$ cat src/rtl/alu_issue_queue.sv
// alu_issue_queue: request FIFO plus issue FSM in front of the 8-bit ALU.
// Keeps the carry/borrow chain between operations and returns results over valid/ready.
// Optional watchdog: define ALU_ISSUE_TIMEOUT_EN to abort an operation whose result never arrives.
module alu_issue_queue #(
    parameter int DEPTH   = 4,
    parameter int TIMEOUT = 15
) (
    input  logic       clk,
    input  logic       rst,
    input  logic       instr_valid,
    output logic       instr_ready,
    input  logic [4:0] instr_opcode,
    input  logic [7:0] instr_a,
    input  logic [7:0] instr_b,
    output logic [4:0] opcode,
    output logic [7:0] operand_A,
    output logic [7:0] operand_B,
    output logic       enable,
    output logic       input_ready,
    output logic       carry_in,
    output logic       borrow_in,
    input  logic       result_ready,
    input  logic [7:0] y_out,
    input  logic       carry_out,
    input  logic       borrow_out,
    output logic       res_valid,
    input  logic       res_ready,
    output logic [7:0] res_data,
    output logic       res_carry,
    output logic       res_borrow,
    output logic       res_err
);
    localparam int PW = $clog2(DEPTH);
    localparam int CW = PW + 1;
    localparam logic [4:0] MAX_OP = 5'd19;

    typedef enum logic [1:0] {IDLE, ISSUE, WAIT, RETIRE} state_t;

    state_t        state_q, state_d;
    logic [4:0]    memOp [DEPTH];
    logic [7:0]    memA  [DEPTH];
    logic [7:0]    memB  [DEPTH];
    logic [PW-1:0] wrPtr_q, rdPtr_q;
    logic [CW-1:0] count_q;
    logic [4:0]    opcode_q;
    logic [7:0]    operandA_q, operandB_q;
    logic [7:0]    resData_q;
    logic          resCarry_q, resBorrow_q, resErr_q;
    logic          carryFlag_q, borrowFlag_q;
    logic          push, pop, haveEntry, headIllegal;
    logic          startNext, loadIssue, capture, abortOp;

    assign haveEntry   = (count_q != '0);
    assign instr_ready = (count_q < CW'(DEPTH));
    assign push        = instr_valid && instr_ready;
    assign headIllegal = (memOp[rdPtr_q] > MAX_OP);

`ifdef ALU_ISSUE_TIMEOUT_EN
    localparam int TW = ($clog2(TIMEOUT + 1) < 4) ? 4 : $clog2(TIMEOUT + 1);
    logic [TW-1:0] timer_q;
    logic          timerExpired;

    assign timerExpired = (timer_q == TW'(TIMEOUT - 1));

    // Watchdog: restart on the way into WAIT, count every cycle spent waiting
    always_ff @(posedge clk or posedge rst) begin
        if (rst) begin
            timer_q <= '0;
        end else if (state_q == ISSUE) begin
            timer_q <= '0;
        end else if (state_q == WAIT) begin
            timer_q <= timer_q + 1'b1;
        end
    end
`endif

    // Next-state logic: illegal heads bypass ISSUE and retire straight away as errors
    always_comb begin
        state_d   = state_q;
        pop       = 1'b0;
        startNext = 1'b0;
        loadIssue = 1'b0;
        capture   = 1'b0;
        abortOp   = 1'b0;
        case (state_q)
            IDLE: startNext = haveEntry;
            ISSUE: begin
                pop     = 1'b1;
                state_d = WAIT;
            end
            WAIT: begin
                if (result_ready) begin
                    capture = 1'b1;
                    state_d = RETIRE;
                end
`ifdef ALU_ISSUE_TIMEOUT_EN
                else if (timerExpired) begin
                    abortOp = 1'b1;
                    state_d = RETIRE;
                end
`endif
            end
            RETIRE: begin
                if (res_ready) begin
                    state_d   = IDLE;
                    startNext = haveEntry;
                end
            end
            default: state_d = IDLE;
        endcase
        if (startNext) begin
            if (headIllegal) begin
                pop     = 1'b1;
                abortOp = 1'b1;
                state_d = RETIRE;
            end else begin
                loadIssue = 1'b1;
                state_d   = ISSUE;
            end
        end
    end

    // State register and FIFO bookkeeping
    always_ff @(posedge clk or posedge rst) begin
        if (rst) begin
            state_q <= IDLE;
            wrPtr_q <= '0;
            rdPtr_q <= '0;
            count_q <= '0;
        end else begin
            state_q <= state_d;
            if (push) wrPtr_q <= wrPtr_q + 1'b1;
            if (pop)  rdPtr_q <= rdPtr_q + 1'b1;
            count_q <= count_q + CW'(push) - CW'(pop);
        end
    end

    // FIFO storage; contents are only meaningful below count so no reset is needed
    always_ff @(posedge clk) begin
        if (push) begin
            memOp[wrPtr_q] <= instr_opcode;
            memA[wrPtr_q]  <= instr_a;
            memB[wrPtr_q]  <= instr_b;
        end
    end

    // ALU operand registers, loaded as an op enters ISSUE and held through WAIT
    always_ff @(posedge clk or posedge rst) begin
        if (rst) begin
            opcode_q   <= '0;
            operandA_q <= '0;
            operandB_q <= '0;
        end else if (loadIssue) begin
            opcode_q   <= memOp[rdPtr_q];
            operandA_q <= memA[rdPtr_q];
            operandB_q <= memB[rdPtr_q];
        end
    end

    // Result register and carry chain; errors never disturb the chained flags
    always_ff @(posedge clk or posedge rst) begin
        if (rst) begin
            resData_q    <= '0;
            resCarry_q   <= 1'b0;
            resBorrow_q  <= 1'b0;
            resErr_q     <= 1'b0;
            carryFlag_q  <= 1'b0;
            borrowFlag_q <= 1'b0;
        end else if (capture) begin
            resData_q    <= y_out;
            resCarry_q   <= carry_out;
            resBorrow_q  <= borrow_out;
            resErr_q     <= 1'b0;
            carryFlag_q  <= carry_out;
            borrowFlag_q <= borrow_out;
        end else if (abortOp) begin
            resData_q   <= '0;
            resCarry_q  <= 1'b0;
            resBorrow_q <= 1'b0;
            resErr_q    <= 1'b1;
        end
    end

    assign opcode      = opcode_q;
    assign operand_A   = operandA_q;
    assign operand_B   = operandB_q;
    assign enable      = (state_q == ISSUE) || (state_q == WAIT);
    assign input_ready = (state_q == ISSUE);
    assign carry_in    = carryFlag_q;
    assign borrow_in   = borrowFlag_q;
    assign res_valid   = (state_q == RETIRE);
    assign res_data    = resData_q;
    assign res_carry   = resCarry_q;
    assign res_borrow  = resBorrow_q;
    assign res_err     = resErr_q;
endmodule

$ cat config.mk
export PLATFORM = sky130hd
export DESIGN_NAME = alu_issue_queue
export DESIGN_NICKNAME = d
export VERILOG_FILES = /design/src/rtl/alu_issue_queue.sv
export SDC_FILE = /design/constraint.sdc
export NUM_CORES = 1
export LEC_CHECK = 0
export CAP_MARGIN = 15
export CORE_ASPECT_RATIO = 2
export CORE_MARGIN = 8
export CORE_UTILIZATION = 50
export CTS_BUF_LIST = sky130_fd_sc_hd__clkbuf_8
export DETAILED_ROUTE_END_ITERATION = 6
export PLACE_DENSITY = 0.77
export SETUP_SLACK_MARGIN = 0.1
export SLEW_MARGIN = 20
export SYNTH_ARGS = -nofsm -noshare
export SYNTH_HDL_FRONTEND = slang
export SYNTH_SLANG_ARGS = --single-unit
$ cat constraint.sdc
create_clock -name clk -period 2.6 [get_ports clk]
set_input_delay 0.65 -clock clk [delete_from_list [all_inputs] [get_ports clk]]
set_output_delay 0.65 -clock clk [all_outputs]
set_load 0.01 [all_outputs]
==> results of run 1 <==
registers in the layout (all words and copies together), names as in the netlist:
| register | cells |
|---|---|
| borrow_in | 1 |
| operand_B | 8 |
| res_data | 8 |
| res_carry | 1 |
| opcode | 5 |
| memA | 32 |
| rdPtr_q | 2 |
| carry_in | 1 |
| res_borrow | 1 |
| res_err | 1 |
| operand_A | 8 |
| memB | 32 |
| state_q | 2 |
| count_q | 3 |
| wrPtr_q | 2 |
| memOp | 20 |
through the flow:
stage	util, %	setup slack (ns)	power, mW	std cells	hold WS, ns
after floorplan	-	0.0622	4.73	250	0.480
after global placement	61.7	-0.207	5.79	459	0.484
after detailed placement	61.7	-0.275	5.89	459	0.484
after CTS	65.8	0.00648	7.51	492	0.430
after global routing	66.1	-0.0711	7.89	495	0.447
final	66.1	0.000441	7.47	495	0.450
cell type report:
cell class                      instances  area, um2
Sequential cell                       127       3600
Multi-Input combinational cell        102       1290
Inverter                               11       41.3
Fill cell                             700       3280
Clock inverter                         14        146
Timing Repair Buffer                   92        935
Tap cell                              132        165
Clock buffer                           17        234
timing repair:
action | in CTS | in global routing
hold buffers | 0 | 0
pin swaps | 0 | 2
setup buffers | 2 | 3
resized for setup | 1 | 3
endpoints found under the setup margin | 2 | 3
worst max-delay path, delay by kind of cell, from the launching register on:
| family | cells | cell delay (ns) |
|---|---|---|
| xor+xnor | 2 | 0.26 |
| compound gates | 2 | 0.42 |
| mux | 1 | 0.54 |
| buf+inv | 1 | 0.04 |
| fa+ha+maj | 3 | 0.78 |
| flops | 1 | 0.44 |
layer usage:
metal  part of all wire, %  vias up  GRT usage [%]
li1                      -     1167              -
met5                     0        -              0
met2                    56       76           25.3
met4                   1.4        0           7.44
met3                   5.8        8           5.07
met1                    37     1333           14.2
placed cells by master, fill, tap and decap left out, drive strengths merged:
cell type / n
a21boi: 1
buf: 19
a221oi: 1
nor3: 2
edfxtp: 84
nor4b: 1
and2: 5
ha: 10
nand2b: 1
o21a: 1
clkinvlp: 5
inv: 13
or2: 1
a22o: 10
dfrtp: 43
mux2i: 1
fa: 1
clkbuf: 17
clkdlybuf4s50: 72
nor3b: 1
xor2: 1
a21oi: 5
nor2b: 1
mux2: 22
dlygate4sd2: 1
mux4: 21
a21o: 1
or3: 1
o21ai: 1
a32oi: 1
xnor2: 4
a211o: 1
bufinv: 2
nand2: 3
nor2: 4
clkinv: 5
final timing paths:
| check | cells past startpoint | slack [ns] | endpoint | from |
|---|---|---|---|---|
| setup reg to reg | 9 | 0.0004 | count_q[2] | rdPtr_q[0] |
| min in group clk | 1 | 0.50 | res_data[1] | res_data[1] |
| hold / removal | 2 | 0.45 | operand_A[0] | rst |
| hold reg to reg | 1 | 0.50 | res_data[1] | res_data[1] |
| max in group asynchronous | 3 | 1.68 | rdPtr_q[0] | rst |
| setup / recovery | 9 | 0.0004 | count_q[2] | rdPtr_q[0] |
where the power goes:
part | internal (mW) | switching [mW]
Combinational | 1.71 | 1.19
Sequential | 2.71 | 0.273
Clock | 0.843 | 0.754
Total | 5.26 | 2.21
cell families after synthesis:
logic type                 Yosys count  share of synthesized area [%]
buffers and inverters               21                           2.04
adders and majority gates           11                           2.92
and+or+nand+nor                     20                           2.44
DFF                                127                           72.3
xor gates and xnor gates             5                          0.880
muxes                               44                           16.0
AOI/OAI and AO/OA                   22                           3.42
==> out/metrics.csv, run 1 <==
metric,value,unit
I/O pins,74,
"Clk Latency, worst-skew pair",0.43,ns
"Area growth, synth to finish",28.9,%
num rows,51,
Max rail drop VDD,0.546,mV
worst-case clock buffer depth,2,
Die Wd,86.6,um
CTS tree,done,
Yosys reg bits,127,
Core ar.,0.00970,mm2
minimum clock period,2.60,ns
fin area,0.00641,mm2
# setup viols final,0,
antenna cell count,0,
synthesized area per cell,19.9,um2
"Largest stage delay, worst path",0.54,ns
TritonCTS Buffers,17,
"count leader, synth",edfxtp_1,
DP HPWL,6.10,mm
Slew @ Worst Pin,0.446,ns
Syn. warnings,0,
DR DRC count,0,
share of the synthesized area in the top cell type,50.7,%
Worst slew margin,70.2,%
Die Ht,157,um
Synth area leader,edfxtp_1,
Hold Crit Class,in -> async,
"Slew Viols, Final",0,
DRT Wirelength,9.05,mm
commonest cells in the netlist,"edfxtp_1 (84), dfrtp_1 (43), mux4_2 (21)",
htree depth,4,
unrepaired setup endpoints after global routing,yes,
setup_tns,0,ns
ys async rst share,33.9,%
antenna violations before repair,0,
"Cell Area, Placed",0.00599,mm2
grt ovf,0,
Max Clock Freq,385,MHz
DRT antenna net count,0,
1st-pass router iterations,4,
MaxCap Viol Count,0,
first-pass GRT wire length,14.1,mm
Root Driver,clkbuf_8,
Power Dens Cells,1160,mW/mm2
Worst Skew,0.00734,ns
syn nets,297,
leakage power,2.45,nW
Nets,398,
Worst setup SP type,flop,
vias in the first global route,2750,
post-DR vias/cell,5.22,
Crit Path Category,reg -> reg,
vias post-DR,2584,
Netlist cell types,36,
DIE AREA,0.0136,mm2
sequential fraction of the synthesis area,72.3,%
worst path cell trace,mux4_2 > o21a_1 > a21o_1 > ha_1 > inv_1 > ha_2 > fa_2 > xnor2_2 > xnor2_1,
Clock Sinks,127,
RePlAce Congestion,0.703,
Worst EP arrival,2.92,ns
Post-synth EDFFs,84,
Total Routing Usage GR,14.3,%
Critical Path RT,2.92,ns
crit share post-route,100,%
Final Hold Viols,0,
largest net degree at the start of global routing,36,
outcome,"finished, final reports clean",
initial drt markers,163,
Setup crit end kind,flop,
largest cells by area after synthesis,"edfxtp_1 (51%), dfrtp_1 (22%), mux4_2 (9.5%), mux2_4 (5.4%), ha_1 (2.5%)",
fraction of layout cells with a size suffix above 1,27.3,%
Initial Util,51.3,%
drt wl/cell,18.3,um
Cells after Synth,250,
crit path max fanout,5,
ys flop type,edfxtp_1,
Crit-path slowest cell,mux4_2,
"Cell Area, Synth",0.00498,mm2
port buffer count,73,
clk slew on worst S/H paths,0.07,ns
(Power assumes the default switching activity.)
==> run 2, diff against run 1 <==
--- a/config.mk
+++ b/config.mk
@@ -11,6 +11,7 @@
 export CORE_UTILIZATION = 50
 export CTS_BUF_LIST = sky130_fd_sc_hd__clkbuf_8
 export DETAILED_ROUTE_END_ITERATION = 6
+export HOLD_SLACK_MARGIN = 0.06
 export PLACE_DENSITY = 0.77
 export SETUP_SLACK_MARGIN = 0.1
 export SLEW_MARGIN = 20
==> results of run 2 <==
Same layout as run 1: the final DEF is identical, and so are final timing and power.
